### config.mk
export PLATFORM = sky130hd
export DESIGN_NAME = pipe_stage_reg
export DESIGN_NICKNAME = d
export VERILOG_FILES = /design/src/rtl/mips_pipe_pkg.sv /design/src/rtl/pipe_stage_reg_sat_counter.sv /design/src/rtl/pipe_stage_reg.sv
export SDC_FILE = /design/constraint.sdc
export NUM_CORES = 1
export LEC_CHECK = 0
export CORE_ASPECT_RATIO = 1.4
export CORE_UTILIZATION = 47
export CTS_BUF_LIST = sky130_fd_sc_hd__clkbuf_2
export DETAILED_ROUTE_END_ITERATION = 16
export HOLD_SLACK_MARGIN = 0.12
export PLACE_DENSITY_LB_ADDON = 0.1
export SLEW_MARGIN = 20
export SYNTH_ARGS = -nofsm -noshare
export SYNTH_HDL_FRONTEND = slang
export SYNTH_SLANG_ARGS = --single-unit
### constraint.sdc
create_clock -name clk -period 6.2 [get_ports clk]
set_input_delay 0.93 -clock clk [delete_from_list [all_inputs] [get_ports clk]]
set_output_delay 0.93 -clock clk [all_outputs]
set_load 0.02 [all_outputs]
### src/rtl/mips_pipe_pkg.sv
// Shared pipeline definitions for the 6-stage MIPS32 core: stall vector
// width, stage index constants, stall vector type and the per-cycle update
// decision used by the inter-stage registers.
package mips_pipe_pkg;

  localparam int STALL_W = 6;

  // Stage indices into the stall vector; stall[i+1] is the stage after stall[i].
  localparam int STG_PC  = 0;
  localparam int STG_IF  = 1;
  localparam int STG_ID  = 2;
  localparam int STG_EX  = 3;
  localparam int STG_MEM = 4;
  localparam int STG_WB  = 5;

  typedef logic [STALL_W-1:0] stall_t;

  // What a pipeline register does on the coming clock edge.
  typedef enum logic [2:0] {
    OP_RESET   = 3'd0,
    OP_FLUSH   = 3'd1,
    OP_BUBBLE  = 3'd2,
    OP_HOLD    = 3'd3,
    OP_ADVANCE = 3'd4
  } stage_op_e;

  // Priority: reset, then flush (ignores stall), then bubble/hold, then advance.
  // A bubble is inserted when this stage stalls but the downstream one does
  // not, so downstream must not see this stage's contents twice.
  function automatic stage_op_e decode_op(input logic rst,
                                          input logic flush,
                                          input logic s_here,
                                          input logic s_next);
    stage_op_e op;
    if (rst)                   op = OP_RESET;
    else if (flush)            op = OP_FLUSH;
    else if (s_here && !s_next) op = OP_BUBBLE;
    else if (s_here)           op = OP_HOLD;
    else                       op = OP_ADVANCE;
    return op;
  endfunction

endpackage

### src/rtl/pipe_stage_reg_sat_counter.sv
// Saturating event counter: counts cycles with inc high, sticks at all-ones.
// Latency: count visible the cycle after the inc cycle.
// Backpressure: none; inc is sampled every cycle.
// Ports: clk, rst (sync, active-high), inc (count this cycle), cnt (value).
module sat_counter #(
  parameter int CNT_W = 16
) (
  input  logic             clk,
  input  logic             rst,
  input  logic             inc,
  output logic [CNT_W-1:0] cnt
);

  logic [CNT_W-1:0] cnt_q;
  logic [CNT_W-1:0] cnt_d;

  always_comb begin
    cnt_d = cnt_q;
    if (inc && (cnt_q != {CNT_W{1'b1}})) begin
      cnt_d = cnt_q + CNT_W'(1);
    end
  end

  always_ff @(posedge clk) begin
    if (rst) cnt_q <= '0;
    else     cnt_q <= cnt_d;
  end

  assign cnt = cnt_q;

endmodule

### src/rtl/pipe_stage_reg.sv
// Inter-stage pipeline register with stall/flush policy (bubble, hold, advance)
// Latency: 1 cycle input->output on advance; no combinational in->out path.
// Backpressure: stall[STAGE_IDX] holds or bubbles depending on stall[STAGE_IDX+1].
// Ports: clk, rst (sync, active-high); stall vector, flush; valid_i/ctrl_i/
//   payload_i in; valid_o/ctrl_o/payload_o registered out; bubble_cnt and
//   flush_cnt saturating profiling counters.
module pipe_stage_reg
  import mips_pipe_pkg::*;
#(
  parameter int STAGE_IDX   = STG_MEM,
  parameter int STALL_W     = mips_pipe_pkg::STALL_W,
  parameter int PAYLOAD_W   = 64,
  parameter int CTRL_W      = 4,
  parameter bit CLR_PAYLOAD = 1'b1,
  parameter int CNT_W       = 16
) (
  input  logic                 clk,
  input  logic                 rst,
  input  logic [STALL_W-1:0]   stall,
  input  logic                 flush,
  input  logic                 valid_i,
  input  logic [CTRL_W-1:0]    ctrl_i,
  input  logic [PAYLOAD_W-1:0] payload_i,
  output logic                 valid_o,
  output logic [CTRL_W-1:0]    ctrl_o,
  output logic [PAYLOAD_W-1:0] payload_o,
  output logic [CNT_W-1:0]     bubble_cnt,
  output logic [CNT_W-1:0]     flush_cnt
);

  logic s_here;
  logic s_next;

  // Only two stall bits matter to this stage; the rest are ignored on purpose.
  logic unused_stall;
  assign unused_stall = ^stall;

  if (STAGE_IDX >= STALL_W) begin : g_bad_stage_idx
    // Only elaborated for an illegal configuration, so it never reaches silicon.
    initial $error("pipe_stage_reg: STAGE_IDX (%0d) must be < STALL_W (%0d)",
                   STAGE_IDX, STALL_W);
    assign s_here = 1'b0;
    assign s_next = 1'b0;
  end else if (STAGE_IDX == STALL_W - 1) begin : g_last_stage
    // Last stage has nothing downstream that could stall it.
    assign s_here = stall[STAGE_IDX];
    assign s_next = 1'b0;
  end else begin : g_mid_stage
    assign s_here = stall[STAGE_IDX];
    assign s_next = stall[STAGE_IDX+1];
  end

  stage_op_e            op;
  logic                 valid_q,   valid_d;
  logic [CTRL_W-1:0]    ctrl_q,    ctrl_d;
  logic [PAYLOAD_W-1:0] payload_q, payload_d;

  always_comb begin
    op        = decode_op(rst, flush, s_here, s_next);
    valid_d   = valid_q;
    ctrl_d    = ctrl_q;
    payload_d = payload_q;
    case (op)
      OP_RESET: begin
        valid_d   = 1'b0;
        ctrl_d    = '0;
        payload_d = '0;
      end
      OP_FLUSH, OP_BUBBLE: begin
        valid_d = 1'b0;
        ctrl_d  = '0;
        // Holding the payload avoids toggling wide datapath flops for nothing.
        if (CLR_PAYLOAD) payload_d = '0;
      end
      OP_ADVANCE: begin
        valid_d   = valid_i;
        // Write enables of an invalid slot must never reach later stages.
        ctrl_d    = ctrl_i & {CTRL_W{valid_i}};
        payload_d = payload_i;
      end
      default: ;  // OP_HOLD keeps everything
    endcase
  end

  always_ff @(posedge clk) begin
    valid_q   <= valid_d;
    ctrl_q    <= ctrl_d;
    payload_q <= payload_d;
  end

  assign valid_o   = valid_q;
  assign ctrl_o    = ctrl_q;
  assign payload_o = payload_q;

  sat_counter #(.CNT_W(CNT_W)) u_bubble_cnt (
    .clk (clk),
    .rst (rst),
    .inc (op == OP_BUBBLE),
    .cnt (bubble_cnt)
  );

  sat_counter #(.CNT_W(CNT_W)) u_flush_cnt (
    .clk (clk),
    .rst (rst),
    .inc (op == OP_FLUSH),
    .cnt (flush_cnt)
  );

endmodule

=== Word level (Yosys, flattened, before mapping) ===
Index checks and enable logic that the tools add are counted.

* Add/sub/neg operators: 2
* Equal/unequal tests: 5
* Mux-type cells: 7
* Bitwise gates (word level): 1
* Reductions and logical operators: 7

{| class="wikitable"
|+ Operator list
! cell !! number
|-
| one-hot mux 64 bit (2 select lines) || 1
|-
| adder 16 x 1 -> 16 bit, second input constant || 2
|-
| != test 16 bit, second input constant || 2
|-
| 2-to-1 mux 3 bit || 4
|-
| one-hot mux 4 bit (2 select lines) || 1
|-
| AND 4 bit || 1
|-
| == test 3 x 1 -> 1 bit, second input constant || 1
|-
| == test 3 x 2 -> 1 bit, second input constant || 1
|-
| == test 3 bit, second input constant || 1
|-
| logical AND 1 bit || 3
|-
| logical NOT 3 bit || 1
|-
| OR reduction 3 bit || 1
|-
| one-hot mux 1 bit (2 select lines) || 1
|-
| nonzero test 2 bit || 1
|-
| logical NOT 1 bit || 1
|}

* Register bits: 101
* Input port bits: 78
* Output and inout port bits: 101
* Word-level logic and storage cells: 27

=== Depth between registers and ports, before layout ===
* Depth after elaboration: 8
* Mapped depth: 6
* Mapped depth without buffers: 5

=== Cells and area by module ===
A second synthesis with hierarchy kept.

* Cell total of the unflattened synthesis: 347
* Area total of the unflattened synthesis: 4279.1 µm²

{| class="wikitable"
|+ Modules (own cells, without submodules)
! module !! times used !! cells an instance !! area each (µm²) !! seq. area each (µm²)
|-
| pipe_stage_reg || 1 || 149 || 2582.5 || 2072.0
|-
| sat_counter || 2 || 99 || 848.3 || 320.3
|}

=== Least setup slack after synthesis ===
Ideal clock, no wire load.

* Kind: input to register
* From: input flush
* To: register ctrl_q[0] (netlist: ctrl_o[0]), enable pin
* Library setup time: 900 ps
* Arrival time: 2784 ps
* Data required time: 5300 ps
* Setup slack: 2516 ps
* Stages: 3
* Cells stage by stage: clkbuf_2 nor2_1 nand3_1

* Cells in the longest elaborated chain, start to end: 5
* Elaborated cells between the ends (all ways): 8

{| class="wikitable"
|+ Ends and longest elaborated chain
! item !! RTL line !! RTL
|-
| from (decl) || pipe_stage_reg.sv:20 || <nowiki>input logic flush,</nowiki>
|-
| 2-to-1 mux 3 bit * || mips_pipe_pkg.sv:36 || <nowiki>else if (flush) op = OP_FLUSH;</nowiki>
|-
| 2-to-1 mux 3 bit * || mips_pipe_pkg.sv:35 || <nowiki>if (rst) op = OP_RESET;</nowiki>
|-
| == test 3 x 2 -> 1 bit (tied with other cells) || pipe_stage_reg.sv:63 || <nowiki>case (op)</nowiki>
|-
| OR reduction 3 bit (no line) || n/a ||
|-
| nonzero test 2 bit (no line) * || n/a ||
|-
| to (signal assigned) || pipe_stage_reg.sv:87 || <nowiki>ctrl_q <= ctrl_d;</nowiki>
|-
| to (decl) || pipe_stage_reg.sv:55 || <nowiki>logic [CTRL_W-1:0] ctrl_q, ctrl_d;</nowiki>
|}

Every way passes the cells marked *; elsewhere a longest branch is shown, timed or not.
A chain may end at the register's enable or synchronous reset.

=== Final worst setup path ===
* From: register u_bubble_cnt.cnt_q[0] (netlist: u_bubble_cnt.cnt[0])
* To: output bubble_cnt[0]

{| class="wikitable"
|+ RTL lines
! item !! RTL line !! RTL
|-
| from (decl) || pipe_stage_reg_sat_counter.sv:14 || <nowiki>logic [CNT_W-1:0] cnt_q;</nowiki>
|-
| from (signal assigned) || pipe_stage_reg_sat_counter.sv:26 || <nowiki>else cnt_q <= cnt_d;</nowiki>
|-
| to (decl) || pipe_stage_reg.sv:27 || <nowiki>output logic [CNT_W-1:0] bubble_cnt,</nowiki>
|}

No word-level cell between the ends.

==> results.tsv <==
metric	value	unit
status	complete, no violations	
final number of max-transition violations	0	
CP Capture Point	bubble_cnt[0]	
largest net degree at the start of global routing	70	
I/O Buffers	174	
Synth cell types	45	
cts hold-fix bufs	0	
Crit. End Element	primary output	
slowest stage delay, CP	0.67	ns
most instantiated cells after synthesis	edfxtp_1, and2_1, dfxtp_1	
die width	82.3	µm
final WL	10100	µm
Setup WS post-layout	3.52	ns
pwr/cell area	195	mW/mm²
syn avg cell area	12.4	µm²
f_max	373	MHz
Worst-Margin Slew	0.961	ns
synth top area cells	edfxtp_1, dfxtp_1, and2_1, a21oi_1, o31ai_1	
unrepaired setup endpoints after global routing	false	
# clock sinks	101	
ratio of cells with drive above 1 in the final layout	5.20	%
number of synthesized flops with an enable pin	69	
drt initial violations	179	
clock skew	0.0122	ns
CTS resizes	0	
vias in the first global route	3036	
crit path max fanout	6	
post-synth top area share	48.8	%
die height	114	µm
io pins	179	
leading area contributor after synthesis	edfxtp_1	
Core Area	0.00866	mm²
CP Launch Type	flop	
final core occ	71.6	%
CTS root buf	clkbuf_2	
Synth Cell Area	0.00424	mm²
synthesis-to-layout area growth	46.2	%
ANT cells	0	
post-synthesis cell count	341	
clk buf depth	2	
worst hold path depth	2	
LEAKAGE	0.00225	µW
Final ANT Viol Nets	0	
# rows	40	
Slew HR	35.9	%
first-pass iteration count of the detailed router	4	
Num CTS Buffers	9	
delay-heaviest family, CP	buffers and inverters	
R2R Setup Slk	4.09	ns
placer congestion estimate	0.777	
final-report hold violation count	0	
global-route wire length before repair	15300	µm
clk slew on worst S/H paths	0.23	ns
Place WS	3.02	ns
crit path DAT	1.75	ns
async set-reset flop share out of synthesis	0	%
Layout Nets	594	
vias post-DR	3301	
Peak VDD IR	138	µV
worst path bufs/invs	1	
DRC violations left	0	
syn_nets	421	
WS Path Type	reg2out	
r2r worst-path depth	5	
hpwl dp	7400	µm
min cycle time layout	2.68	ns
most common cell in the netlist	edfxtp_1	
total track usage	22.0	%
CP Depth	1	
H-tree depth	3	
# Max-Cap Violations	0	
die area	0.00942	mm²
setup bufs post-CTS	0	
final setup vio count	0	
Remaining Overflow, GRT	0	
RR Endpoint	u_bubble_cnt.cnt[9]	
wire length per cell	16.3	µm
worst reg2reg path startpoint	u_bubble_cnt.cnt[0]	
DR vias/cell	5.29	
initial antenna violation count	0	
CP startpoint	u_bubble_cnt.cnt[0]	
total negative setup slack	0	ns
clock insertion delay at the later pin of the skew report	0.56	ns
CTS tree	built	
Final period util	43.2	%
YS warnings	0	
post-synthesis sequential area ratio	63.9	%
flops & latches, synth	101	
slowest stage cell, crit path	clkdlybuf4s50_1	
crit path cell chain	clkdlybuf4s50_1	
CP required	5.27	ns
most common flop cell mapped by yosys	edfxtp_1	
Hold Path Class	reg2reg	
Initial Util	49.0	%
power by group:
part           switching [µW]  internal, µW  total [µW]
sequential               8.25           742         750
clock                     207          93.6         300
combinational            67.1          88.9         156
layout make-up:
class	instances	area [µm²]
fill	623	2460
tap	105	131
sequential	101	2710
multi-input combinational	217	1460
clock buffer	11	55.1
inverter	9	33.8
clock inverter	5	51.3
timing repair buffer	176	1760
registers in the layout (all words and copies together), names as in the netlist:
name,cells
ctrl_o,4
valid_o,1
payload_o,64
u_bubble_cnt.cnt,16
u_flush_cnt.cnt,16
cells by family after synthesis:
family	share of synthesized area (%)
AND/OR/NAND/NOR	23.7
buffers and inverters	2.06
adder cells (fa/ha/maj)	0.590
XOR/XNOR	0.413
flip-flops	63.9
AO/OA/AOI/OAI	8.32
multiplexers	1.03
worst min-delay path, stage by stage, from the launching register on:
cell	delay, ns
dfxtp_1	0.38
o31ai_1	0.07
a21oi_1	0.06
cell usage in the layout, fill, tap and decap left out, types with 2 or more instances in the layout:
| cell | synthesis | routed |
|---|---|---|
| o211a_1 | 2 | 2 |
| nor2_1 | 9 | 9 |
| nand3_2 | 2 | 2 |
| nand4_1 | 7 | 7 |
| nor4_1 | 9 | 9 |
| or3_1 | 8 | 8 |
| inv_1 | 9 | 9 |
| o41ai_1 | 4 | 4 |
| a21oi_1 | 18 | 18 |
| nor3_1 | 6 | 5 |
| o31ai_1 | 9 | 9 |
| and2_1 | 66 | 66 |
| o21ai_0 | 7 | 7 |
| nand3_1 | 10 | 9 |
| nor2b_1 | 3 | 3 |
| mux2_1 | 2 | 2 |
| clkdlybuf4s50_1 | 0 | 174 |
| clkinv_2 | 0 | 2 |
| edfxtp_1 | 69 | 69 |
| o311ai_0 | 3 | 3 |
| and3_1 | 6 | 6 |
| nand2_1 | 9 | 9 |
| and4_1 | 5 | 5 |
| ha_1 | 2 | 2 |
| or4_1 | 9 | 9 |
| buf_4 | 0 | 2 |
| nand3b_1 | 2 | 2 |
| a211oi_1 | 3 | 3 |
| clkbuf_2 | 1 | 11 |
| dfxtp_1 | 32 | 32 |
layer usage:
layer | global-route usage [%] | vias to the layer above | share of wire (%)
li1 | - | 1631 | -
met1 | 25.5 | 1519 | 38
met2 | 37.5 | 128 | 52
met3 | 5.34 | 23 | 7.5
met4 | 10.3 | 0 | 2.9
met5 | 0 | - | 0
stage by stage:
stage / total power [µW] / area [µm²] / instances / hold slack, ns
5_1_grt: 1250 / 6200 / 624 / 0.557
6_report: 1210 / 6200 / 624 / 0.520
3_5_place_dp: 922 / 6090 / 608 / 0.500
3_3_place_gp: 919 / 6090 / 608 / 0.477
2_1_floorplan: 821 / 4240 / 341 / 0.559
4_1_cts: 1220 / 6200 / 624 / 0.525
worst min path at each step:
stage,start,end,slack (ns)
6_report,u_bubble_cnt.cnt[5],u_bubble_cnt.cnt[5],0.52
2_1_floorplan,u_bubble_cnt.cnt[5],u_bubble_cnt.cnt[5],0.56
3_5_place_dp,u_bubble_cnt.cnt[5],u_bubble_cnt.cnt[5],0.50
5_1_grt,u_bubble_cnt.cnt[5],u_bubble_cnt.cnt[5],0.56
4_1_cts,u_bubble_cnt.cnt[5],u_bubble_cnt.cnt[5],0.52
3_3_place_gp,u_bubble_cnt.cnt[5],u_bubble_cnt.cnt[5],0.48
(Power assumes the default switching activity.)
